### src/rtl/mdu_pkg.sv
// Shared MDU definitions: operation codes, issue FSM states and op-class helpers.
package mdu_pkg;

    localparam logic [3:0] MDU_NONE = 4'd0;
    localparam logic [3:0] MULT     = 4'd1;
    localparam logic [3:0] MULTU    = 4'd2;
    localparam logic [3:0] DIV      = 4'd3;
    localparam logic [3:0] DIVU     = 4'd4;
    localparam logic [3:0] MFHI     = 4'd5;
    localparam logic [3:0] MFLO     = 4'd6;
    localparam logic [3:0] MTHI     = 4'd7;
    localparam logic [3:0] MTLO     = 4'd8;

    typedef enum logic [1:0] {
        ST_IDLE   = 2'd0,
        ST_LAUNCH = 2'd1,
        ST_BUSY   = 2'd2,
        ST_READ   = 2'd3
    } mdu_state_e;

    function automatic logic is_start_op(input logic [3:0] op);
        return (op == MULT) || (op == MULTU) || (op == DIV) || (op == DIVU);
    endfunction

    function automatic logic is_read_op(input logic [3:0] op);
        return (op == MFHI) || (op == MFLO);
    endfunction

    function automatic logic is_move_op(input logic [3:0] op);
        return (op == MTHI) || (op == MTLO);
    endfunction

endpackage

### src/rtl/mdu_issue.sv
// Pipeline-side MDU initiator: launches MDU operations from registers, holds
// the pipeline off during the MDU busy window and returns MFHI/MFLO data.
module mdu_issue
    import mdu_pkg::*;
#(
    parameter int MAX_WAIT = 15
) (
    input  logic        clk,
    input  logic        reset,
    input  logic        req_valid,
    input  logic [3:0]  req_op,
    input  logic [31:0] req_a,
    input  logic [31:0] req_b,
    output logic        req_ready,
    output logic        mdu_start,
    output logic [3:0]  mdu_op,
    output logic [31:0] mdu_a,
    output logic [31:0] mdu_b,
    input  logic        mdu_busy,
    input  logic [31:0] mdu_do,
    output logic        rd_valid,
    output logic [31:0] rd_data,
    output logic        err
);

    mdu_state_e state_r;
    logic [3:0] wd_cnt_r;
    logic [3:0] wd_next_s;
    logic       idle_sem_s;

    // BUSY with the MDU finished behaves exactly like IDLE, saving a bubble.
    assign idle_sem_s = (state_r == ST_IDLE) || ((state_r == ST_BUSY) && !mdu_busy);
    assign req_ready  = idle_sem_s;
    assign wd_next_s  = wd_cnt_r + 4'd1;

    // Issue FSM with registered MDU drive, read return and watchdog.
    always_ff @(posedge clk) begin
        if (reset) begin
            state_r   <= ST_IDLE;
            wd_cnt_r  <= 4'd0;
            mdu_start <= 1'b0;
            mdu_op    <= MDU_NONE;
            mdu_a     <= 32'd0;
            mdu_b     <= 32'd0;
            rd_valid  <= 1'b0;
            rd_data   <= 32'd0;
            err       <= 1'b0;
        end else begin
            mdu_start <= 1'b0;
            rd_valid  <= 1'b0;
            if (idle_sem_s) begin
                // Idle defaults, overridden below when a request is taken.
                state_r <= ST_IDLE;
                mdu_op  <= MDU_NONE;
                mdu_a   <= 32'd0;
                mdu_b   <= 32'd0;
                if (req_valid) begin
                    if (is_start_op(req_op)) begin
                        mdu_op    <= req_op;
                        mdu_a     <= req_a;
                        mdu_b     <= req_b;
                        mdu_start <= 1'b1;
                        state_r   <= ST_LAUNCH;
                    end else if (is_move_op(req_op)) begin
                        mdu_op <= req_op;
                        mdu_a  <= req_a;
                    end else if (is_read_op(req_op)) begin
                        mdu_op  <= req_op;
                        state_r <= ST_READ;
                    end else begin
                        // Illegal op codes are swallowed without touching the MDU.
                        state_r <= ST_IDLE;
                    end
                end
            end else begin
                case (state_r)
                    ST_LAUNCH: begin
                        state_r  <= ST_BUSY;
                        wd_cnt_r <= 4'd0;
                    end
                    ST_BUSY: begin
                        if (wd_next_s == 4'(MAX_WAIT)) begin
                            err     <= 1'b1;
                            state_r <= ST_IDLE;
                            mdu_op  <= MDU_NONE;
                            mdu_a   <= 32'd0;
                            mdu_b   <= 32'd0;
                        end else begin
                            wd_cnt_r <= wd_next_s;
                        end
                    end
                    ST_READ: begin
                        rd_data  <= mdu_do;
                        rd_valid <= 1'b1;
                        state_r  <= ST_IDLE;
                        mdu_op   <= MDU_NONE;
                    end
                    default: begin
                        state_r <= ST_IDLE;
                        mdu_op  <= MDU_NONE;
                        mdu_a   <= 32'd0;
                        mdu_b   <= 32'd0;
                    end
                endcase
            end
        end
    end

endmodule

### config.mk
export PLATFORM = sky130hd
export DESIGN_NAME = mdu_issue
export DESIGN_NICKNAME = d
export VERILOG_FILES = /design/src/rtl/mdu_pkg.sv /design/src/rtl/mdu_issue.sv
export SDC_FILE = /design/constraint.sdc
export NUM_CORES = 1
export LEC_CHECK = 0
export ABC_AREA = 1
export BUFFER_PORTS_ARGS = -buffer_cell sky130_fd_sc_hd__clkbuf_2
export CELL_PAD_IN_SITES_DETAIL_PLACEMENT = 1
export CELL_PAD_IN_SITES_GLOBAL_PLACEMENT = 2
export CORE_ASPECT_RATIO = 1.5
export CORE_MARGIN = 2
export CORE_UTILIZATION = 26
export DETAILED_ROUTE_END_ITERATION = 10
export PLACE_DENSITY = 0.86
export SYNTH_ARGS = -nofsm -noshare
export SYNTH_HDL_FRONTEND = slang
export SYNTH_SLANG_ARGS = --single-unit
### constraint.sdc
create_clock -name clk -period 3.2 [get_ports clk]
set_input_delay 0.64 -clock clk [delete_from_list [all_inputs] [get_ports clk]]
set_output_delay 0.64 -clock clk [all_outputs]
set_load 0.02 [all_outputs]
# Word level (Yosys, flattened, before mapping)
# Cells that the tools add are included.
# classes
addsub	1
n_eq_ne	16
mux	27
bitwise	2
n_reduce_logical	18
# op_table
operator	count
32-bit 2-to-1 mux	8
32-bit case mux with 2 select lines	1
4-bit 2-to-1 mux	7
4-bit by 3-bit == test with 1-bit output (second input constant)	4
4-bit case mux with 2 select lines	2
2-bit 2-to-1 mux	6
4-bit by 2-bit == test with 1-bit output (second input constant)	2
4-bit == test (second input constant)	2
1-bit logical OR	6
2-bit AND reduction	3
3-bit AND reduction	2
4-bit by 1-bit adder with 4-bit output (second input constant)	1
2-bit == test (second input constant)	2
4-bit by 1-bit == test with 1-bit output (second input constant)	1
2-bit != test (second input constant)	2
2-bit case mux with 2 select lines	1
2-bit OR reduction	2
3-bit by 2-bit != test with 1-bit output (second input constant)	1
3-bit OR reduction	1
2-bit by 1-bit == test with 1-bit output (second input constant)	1
2-bit zero test	1
1-bit 2-to-1 mux	2
2-bit by 1-bit != test with 1-bit output (second input constant)	1
1-bit NOT	2
other kinds (3)	3
# word_totals
reg_bits	109
in_bits	104
output_inout_bits	104

# Longest topological paths before layout
# logic_depth
ltp_word	7
ltp_mapped	12

# Least setup slack after synthesis
# OpenSTA, ideal clock, no wires.
# synth_timing
path_kind	input port to output port
start	in mdu_busy
end	out req_ready
arrival_time_ns	0.969
slack_ns	1.591
stages	3
path_buffers	0
path_cell_list	nand2_1 > nand2_2 > inv_1
# synth_via
elab_chain_cells	3
# synth_rtl
element	line	source
from (decl)	mdu_issue.sv:19	input logic mdu_busy,
1-bit zero test	mdu_issue.sv:32	assign idle_sem_s = (state_r == ST_IDLE) || ((state_r == ST_BUSY) && !mdu_busy);
1-bit logical AND	mdu_issue.sv:32	
1-bit logical OR	mdu_issue.sv:32	
to (decl)	mdu_issue.sv:14	output logic req_ready,
# Every way passes these cells.

# Worst setup path in the final report
# layout_timing
start	reg wd_cnt_r[1]
end	reg mdu_b[23]
# layout_via
elab_chain_cells	4
# layout_rtl
element	line	source
from (decl)	mdu_issue.sv:27	logic [3:0] wd_cnt_r;
from (signal assigned)	mdu_issue.sv:89	wd_cnt_r <= wd_next_s;
4-bit by 1-bit adder with 4-bit output	mdu_issue.sv:34	assign wd_next_s = wd_cnt_r + 4'd1;
4-bit == test	mdu_issue.sv:82	if (wd_next_s == 4'(MAX_WAIT)) begin
3-bit by 2-bit != test with 1-bit output (no source line)	--	
2-bit AND reduction (no source line)	--	
to (signal assigned)	mdu_issue.sv:61	mdu_b <= req_b;
to (decl)	mdu_issue.sv:18	output logic [31:0] mdu_b,
# Every way passes these cells.
# A chain may end at the register's enable or synchronous reset.

==> results.ini <==
[global_routing]
gr-usage-all-layers_pct = 15.27
grt_remaining_overflow = 0
grt_pass1_wl_um = 22660
antenna_found_initial = 0
largest_net_degree_at_the_start_of_global_routing = 48
via_count_of_the_first_global_routing_pass = 4505

[timing]
finalSetupViolations = 0
fin_setup_tns_ns = 0
hold_viol = 0
tightestPinTransition_ns = 0.7623
period_minus_slack_ns = 2.171
whs_ns = 0.4626
max_slew_margin_vs_limit_pct = 49.06
timing.final.max_slew_violations = 0
timing.fmax_mhz = 460.5
fin_worst_skew_ns = 0.01128
grt_setup_unrepaired = false
min_period_over_period_pct = 67.86

[final_layout]
final_core_utilization_pct = 34.68
layout-drive-gt1-share_pct = 33.21
antenna-diode-count = 0
final_net_count = 905
synthToLayoutAreaGrowth_pct = 31.94
layout.cells.most_common = clkbuf_2
final_cell_mix = clkbuf_2, nor2_1, dfxtp_1, nand3_1, nand2_1

[critical_path]
critical_path.n_buffers_inverters = 2
crit_path_dat_ns = 2.46
critical-path-max-stage-delay_ns = 0.40
critical_path_class = register to register
crit_path_start_kind = register
timing.critical_path.required_ns = 3.49
rr_endpoint = mdu_b[23]
crit_path_end_kind = register
cpLargestDelayFamily = simple AND/OR/NAND/NOR gates
critical-path-top-cell-by-count = nand2_1
worst_r2r_path_depth = 12
critPathLaunch = wd_cnt_r[1]
timing.critical_path.fanout_max = 47
crit_path_top_delay_cell = dfxtp_1
rrSetupSlack_ns = 1.03
crit-reg2reg-launch = wd_cnt_r[1]
worstPathCellList = ha_1 > inv_1 > nand2_1 > nand2_1 > nor2_2 > nand2_2 > nand2_4 > nand2_4 > buf_4 > nand2_1 > nand2_1 > nor2_1

[die]
die_area_um2 = 18480
start_util_pct = 26.28
floorplan.die.width_um = 111.7
fp-row-count = 59
chipHeight_um = 165.5
pin_count = 208
core_um2 = 17200

[route]
avgViaCountPerCell = 4.486
post_detailed_route_wirelength_per_cell_um = 14.17
detailedRoute.firstIterationViolations = 166
routed_wl_um = 14410
via_count = 4562
detail_route.drc_violations = 0
pre_repair_dr_iteration_count = 4
antenna_violating_nets_left = 0

[yosys]
dominantRegCellSynth = dfxtp_1
synth.yosys.warnings = 0
post_synthesis_area_per_instance_um2 = 7.387
synth-seq-cells = 109
seq_area_frac_synth_pct = 48.27
async_flop_share_pct = 0
syn_area_um2 = 4521
synth_enable_flop_cells = 0
synth_area_leaders = dfxtp_1, nor2_1, nand3_1, nand2_1, inv_1
ys_types = 23
syn_inst = 612
netlist.top_cell.by_area = dfxtp_1
postSynthNetCount = 718
post-synth-top-area-fraction_pct = 48.27

[clocking]
cts_hold_repair.buffers = 0
clkSlewWorstSetupHoldPaths_ns = 0.08
cts_tree = built
cts-root-buf = clkbuf_16
postCtsSetupBuffers = 0
clk_path_buf_depth = 2
cts.repair.resized = 0
clkLatencyLatePin_ns = 0.35
cts_inserted_buffers = 9
number_of_sinks_driven_by_the_clock_tree = 109
cts_max_level = 3

[pwr]
clock_power_share_pct = 36.5
switching_share_pct = 28.15
power.share.sequential_pct = 49.3
sum_of_internal_switching_and_leakage_power_mw = 2.885
netSwitchingPower_mw = 0.8121
vdd_ir_drop_max_mv = 0.2061
power_per_cell_area_nw_per_um2 = 483.7
intPower_mw = 2.073
leakagePower_nw = 2.805
p_comb_share_pct = 14.2

[placed_design]
buffer_ports.inserted = 207
post-dp-hpwl_um = 10320
gp_routability_congestion = 0.7182

[run_status]
outcome = complete, no violations

[flow_run]
cap_violations = 0

[min_path]
holdPathStages = 2
timing.hold.worst_endpoint = err
worstHoldStart = err
holdCritPathClass = register to register

-- per-layer routing --
metal  global-route usage [%]  part of all wire [%]  vias to the layer above
li1                         -                     -                     2323
met2                    26.36                    50                      128
met3                    4.124                   6.3                       15
met5                        0                     0                        -
met4                    6.117                   1.9                        0
met1                    18.01                    42                     2096
-- registers in the layout, summed over array words and instances (netlist names) --
| register | cells |
|---|---|
| err | 1 |
| wd_cnt_r | 4 |
| state_r | 2 |
| mdu_op | 4 |
| mdu_b | 32 |
| mdu_a | 32 |
| rd_valid | 1 |
| rd_data | 32 |
| mdu_start | 1 |
-- final cells by class --
type / count / area (µm²)
multi-input cells: 406 / 1909
inverters: 55 / 206.4
flip-flops and latches: 109 / 2182
clock buffers: 11 / 232.7
well taps: 213 / 266.5
clock inverters: 5 / 36.28
fillers: 2195 / 11240
repair buffers: 218 / 1131
-- power by group through the flow --
stage | clock network, mW | logic, mW | registers (mW)
floorplan | 0 | 0.208 | 1.50
CTS | 1.10 | 0.421 | 1.42
global route | 1.16 | 0.460 | 1.43
finish | 1.05 | 0.411 | 1.42
global placement | 0 | 0.417 | 1.45
detailed placement | 0 | 0.420 | 1.45
-- how the worst max path moves through the flow --
stage / end / slack, ns / depth (start not counted)
4_1_cts: mdu_b[23] / 0.97 / 12
3_5_place_dp: mdu_b[23] / 0.83 / 9
2_1_floorplan: req_ready / 1.59 / 3
5_1_grt: mdu_b[22] / 0.66 / 12
6_report: mdu_b[23] / 1.03 / 12
3_3_place_gp: mdu_b[22] / 0.85 / 9
-- through the flow --
step | instance area [µm²] | setup WS, ns | cells
global route | 5964 | 0.6572 | 1017
floorplan | 4521 | 1.591 | 612
detailed placement | 5695 | 0.8293 | 1001
CTS | 5964 | 0.9651 | 1017
finish | 5964 | 1.029 | 1017
global placement | 5695 | 0.8511 | 1001
-- worst reg2reg max path, stage by stage (launching register included) --
cell and delay, ns:
dfxtp_1 0.40, ha_1 0.20, inv_1 0.05, nand2_1 0.08, nand2_1 0.06, nor2_2 0.12, nand2_2 0.11, nand2_4 0.18
nand2_4 0.34, buf_4 0.35, nand2_1 0.08, nand2_1 0.04, nor2_1 0.11
-- cells by family (layout without fill, tap and decap cells) --
kind of cell,count (synthesis),in the layout,share of synthesized area (%)
AO/OA/AOI/OAI,86,86,11.18
adder cells (fa/ha/maj),2,2,0.5535
flip-flops,109,109,48.27
AND/OR/NAND/NOR,318,318,30.50
buffers and inverters,97,289,9.493
-- Yosys cell counts (4+ instances only) --
cell type / count
nand3_1: 98
nor2_1: 136
inv_2: 4
a21oi_1: 11
inv_1: 51
nand2_1: 69
o21ai_1: 23
dfxtp_1: 109
buf_2: 16
nor2_2: 4
buf_1: 4
o21ai_2: 20
clkbuf_1: 16
o21ai_0: 32
buf_6: 6
No activity file was read; power rests on OpenSTA's default activity.
